File: config.mk
export PLATFORM = sky130hd
export DESIGN_NAME = encoder_sequencer
export DESIGN_NICKNAME = d
export VERILOG_FILES = /design/src/rtl/encoder_sequencer_pkg.sv /design/src/rtl/encoder_sequencer_counter.sv /design/src/rtl/encoder_sequencer.sv
export SDC_FILE = /design/constraint.sdc
export NUM_CORES = 1
export LEC_CHECK = 0
export BUFFER_PORTS_ARGS = -buffer_cell sky130_fd_sc_hd__buf_2
export CAP_MARGIN = 25
export CELL_PAD_IN_SITES_DETAIL_PLACEMENT = 1
export CELL_PAD_IN_SITES_GLOBAL_PLACEMENT = 1
export CORE_MARGIN = 5
export CORE_UTILIZATION = 34
export CTS_CLUSTER_SIZE = 28
export DETAILED_ROUTE_END_ITERATION = 6
export PLACE_DENSITY_LB_ADDON = 0.1
export SKIP_CTS_REPAIR_TIMING = 1
export SYNTH_ARGS = -nofsm -noshare
export SYNTH_HDL_FRONTEND = slang
export SYNTH_SLANG_ARGS = --single-unit
File: constraint.sdc
create_clock -name clk -period 1.35 [get_ports clk]
set_input_delay 0.27 -clock clk [delete_from_list [all_inputs] [get_ports clk]]
set_output_delay 0.27 -clock clk [all_outputs]
set_load 0.05 [all_outputs]
File: src/rtl/encoder_sequencer_pkg.sv
// Shared constants for the matrix-encoder sequencer and the datapath it drives.
package encoder_sequencer_pkg;

  typedef enum logic [2:0] {
    IDLE,
    LOAD,
    ROUND,
    STORE,
    DONE
  } state_e;

  localparam logic [1:0] SEL_HOLD = 2'd0;
  localparam logic [1:0] SEL_IN   = 2'd1;
  localparam logic [1:0] SEL_RND  = 2'd2;
  localparam logic [1:0] SEL_OUT  = 2'd3;

endpackage

File: src/rtl/encoder_sequencer_counter.sv
// Modulo-MOD up-counter with load, enable and terminal-count flag; async active-high clear.
module seq_counter #(
  parameter int unsigned W   = 2,
  parameter int unsigned MOD = 4
) (
  input  logic         clk,
  input  logic         rst,
  input  logic         ld,
  input  logic [W-1:0] d,
  input  logic         en,
  output logic [W-1:0] q,
  output logic         co
);

  logic [W-1:0] q_q, q_d;

  assign co = (q_q == W'(MOD - 1));
  assign q  = q_q;

  always_comb begin
    q_d = q_q;
    if (ld) begin
      q_d = d;
    end else if (en) begin
      q_d = co ? '0 : q_q + W'(1);
    end
  end

  always_ff @(posedge clk or posedge rst) begin
    if (rst) begin
      q_q <= '0;
    end else begin
      q_q <= q_d;
    end
  end

endmodule

File: src/rtl/encoder_sequencer.sv
// Control FSM for the matrix-encoder datapath: load WORDS slices, run ROUNDS sweeps, stream results out.
module encoder_sequencer
  import encoder_sequencer_pkg::*;
#(
  parameter int unsigned WORDS  = 64,
  parameter int unsigned ROUNDS = 24,
  parameter int unsigned AW     = $clog2(WORDS),
  parameter int unsigned RW     = (ROUNDS > 1) ? $clog2(ROUNDS) : 1
) (
  input  logic          clk,
  input  logic          rst,
  input  logic          start,
  input  logic          in_valid,
  output logic          in_ready,
  output logic          out_valid,
  input  logic          out_ready,
  output logic          wr_en,
  output logic          step_en,
  output logic [AW-1:0] addr,
  output logic [RW-1:0] round,
  output logic [1:0]    dp_sel,
  output logic          busy,
  output logic          done
);

  state_e state_q, state_d;
  logic   addr_en, round_en;
  logic   addr_co, round_co;

  // Both counters wrap at their modulus, so every phase exit leaves them at 0 without a reload.
  seq_counter #(.W(AW), .MOD(WORDS)) u_addr_cnt (
    .clk (clk),
    .rst (rst),
    .ld  (1'b0),
    .d   ('0),
    .en  (addr_en),
    .q   (addr),
    .co  (addr_co)
  );

  seq_counter #(.W(RW), .MOD(ROUNDS)) u_round_cnt (
    .clk (clk),
    .rst (rst),
    .ld  (1'b0),
    .d   ('0),
    .en  (round_en),
    .q   (round),
    .co  (round_co)
  );

  always_ff @(posedge clk or posedge rst) begin
    if (rst) begin
      state_q <= IDLE;
    end else begin
      state_q <= state_d;
    end
  end

  always_comb begin
    state_d   = state_q;
    addr_en   = 1'b0;
    round_en  = 1'b0;
    in_ready  = 1'b0;
    out_valid = 1'b0;
    wr_en     = 1'b0;
    step_en   = 1'b0;
    dp_sel    = SEL_HOLD;
    busy      = 1'b1;
    done      = 1'b0;
    unique case (state_q)
      IDLE: begin
        busy = 1'b0;
        if (start) state_d = LOAD;
      end
      LOAD: begin
        in_ready = 1'b1;
        dp_sel   = SEL_IN;
        wr_en    = in_valid;
        addr_en  = in_valid;
        if (in_valid && addr_co) state_d = ROUND;
      end
      ROUND: begin
        step_en  = 1'b1;
        dp_sel   = SEL_RND;
        addr_en  = 1'b1;
        round_en = addr_co;
        if (addr_co && round_co) state_d = STORE;
      end
      STORE: begin
        out_valid = 1'b1;
        dp_sel    = SEL_OUT;
        addr_en   = out_ready;
        if (out_ready && addr_co) state_d = DONE;
      end
      DONE: begin
        done    = 1'b1;
        state_d = IDLE;
      end
      default: state_d = IDLE;
    endcase
  end

endmodule

==> reports/qor.yml <==
timing:
  worst_clock_skew_ns: 0.00840
  slew_headroom_pct: 62.5
  hold_viol_final: 0
  rsz0062_at_grt: "true"
  max_freq_mhz: 646
  min_period_over_period_pct: 115
  final.setup.tns_ns: -1.74
  worst_pin_slew_ns: 0.561
  slew_violations: 0
  finalSetupViolations: 16
  setup_slack_ns: -0.199
  min_period_ns: 1.55
place:
  post-place-cells: 129
  place_hpwl_um: 1420
  post-place-ws_ns: -0.0230
  portBuffers: 23
  gp_congestion: 0.724
cts:
  clock_sinks: 14
  cts_made_buffers: 3
  cts-root-buf: "clkbuf_4"
  clock_tree.buffer_depth: 2
  clk_pin_slew_ns: 0.09
  cts_tree: "yes"
  clk_latency_ns: 0.28
  h-tree-depth: 1
power:
  power_mw: 1.77
  power.density_nw_per_um2: 1340
  worst_ir_drop_vdd_uv: 1270
  p_leak_nw: 0.636
global_routing:
  track_usage_pct: 11.5
  grt-ovfl-total: 0
  antenna_found_initial: 0
  grt_pass1_vias: 655
  grt_pass1_wl_um: 3070
  grt_max_degree: 15
routing:
  drc_errors: 0
  ant_nets: 0
  via_per_inst: 4.99
  drtIter0Drc: 11
  drt-pass1-iter-count: 3
  dr_total_vias: 719
  drt-total-wl_um: 2110
  wl_per_cell_um: 14.7
synth:
  synth_cell_type_count: 36
  syn_area_um2: 807
  ys_warn_count: 0
  postSynthAreaPerCell_um2: 11.4
  synth_cells: 71
  seq_area_frac_synth_pct: 43.4
  ys_ff_latch: 14
  mappedNetlistNets: 78
setup_path:
  startpoint_type: "flop"
  critPathKind: "flop to output port"
  cpMaxStageDelayCell: "dfrtp_2"
  crit_path_end_kind: "output port"
  crit_path_max_fanout: 6
  path_delay_family: "flip-flops"
  crit_path_max_incr_delay_ns: 0.45
  arrival_ns: 1.28
  path_cells: "or3_4 -> buf_8"
  path_buf_inv: 1
  crit_required_ns: 1.08
floorplanning:
  die_area_um2: 3450
  rows: 17
  io_pins: 24
  core-area_um2: 2230
  initial_utilization_pct: 36.1
  dieHeight_um: 58.7
  die_x_um: 58.7
final_layout:
  synthToLayoutAreaGrowth_pct: 63.7
  final_cell_mix: "15 x buf_4, 12 x buf_2, 10 x dfrtp_2, 9 x buf_6, 6 x buf_8"
  final_nets: 124
  drive_gt1_share_pct: 74.1
  fin_cells: 144
  final_common_cell: "buf_4"
  num_antenna_cells: 0
  fin_util_pct: 59.2
run_status:
  status: "finished, violations left"
  violations: "negative setup slack"
hold_path:
  hold_class: "input pin to asynchronous set/reset pin"
flow_run:
  cap_violations: 0
==> Yosys cell counts (all sizes together) <==
cell type	n	share of area, %
a41oi	1	2.0
nand3	5	3.7
nand2	4	2.2
ha	2	3.1
a211oi	1	0.93
nor3	2	1.2
mux2	6	8.4
nor3b	1	0.93
nand4	2	1.6
a21o	2	2.2
nor2b	3	2.3
nor2	7	6.5
or3	1	0.93
and2b	1	1.1
a22o	2	2.5
nand2b	2	1.9
and3	2	1.6
buf	1	0.93
a21oi	2	2.6
and4bb	1	2.0
a311o	1	1.2
and4b	1	1.2
and2	1	0.78
dfrtp	14	43
o21ai	1	0.62
xnor2	3	3.3
inv	2	0.93
==> report_power, final <==
part,internal (mW),switching (mW),total (mW)
Sequential,0.509,0.0907,0.600
Combinational,0.347,0.520,0.867
Clock,0.164,0.142,0.306
Total,1.02,0.752,1.77
==> final timing paths <==
check | slack (ns) | cells past startpoint | startpoint | endpoint
max | -0.20 | 2 | state_q[0] | busy
min | 0.03 | 2 | rst | u_addr_cnt.q[0]
max reg2reg | -0.13 | 6 | state_q[1] | u_addr_cnt.q[5]
min reg2reg | 0.55 | 1 | u_addr_cnt.q[2] | u_addr_cnt.q[2]
max in group asynchronous | 0.92 | 2 | rst | u_round_cnt.q[1]
min in group clk | 0.30 | 3 | out_ready | state_q[2]
==> layout make-up <==
type                       count  area (um2)
tap                           28        35.0
inverter                       2        10.0
timing repair buffer          42         364
clock buffer                   4        36.3
multi-input combinational     54         513
sequential                    14         363
fill                         237         912
==> per-stage QoR <==
| stage | area (um2) | hold WS, ns |
|---|---|---|
| CTS | 1100 | 0.0398 |
| finish | 1320 | 0.0255 |
| detailed placement | 1060 | 0.360 |
| floorplan | 866 | 0.159 |
| global route | 1320 | 0.0737 |
| global placement | 1060 | 0.352 |
==> layer usage <==
| metal | vias up | wire, um | track usage, % |
|---|---|---|---|
| met5 | - | 0 | 0 |
| met4 | 0 | 25 | 5.83 |
| met3 | 4 | 97 | 2.63 |
| met2 | 16 | 1050 | 18.0 |
| met1 | 350 | 945 | 14.9 |
| li1 | 349 | - | - |
==> registers in the layout (all words and copies together) (netlist names) <==
register / flops
state_q: 3
u_addr_cnt.q: 6
u_round_cnt.q: 5
==> logic make-up (layout without fill, tap and decap cells) <==
kind of cell / count (synthesis) / count (layout) / synth area share (%)
adder cells (fa/ha/maj): 2 / 2 / 3.10
buffers and inverters: 3 / 48 / 1.86
flip-flops: 14 / 14 / 43.4
multiplexers: 6 / 6 / 8.37
XOR/XNOR: 3 / 3 / 3.26
AND/OR/NAND/NOR: 33 / 33 / 27.9
AO/OA/AOI/OAI: 10 / 10 / 12.1
(Power assumes the default switching activity.)
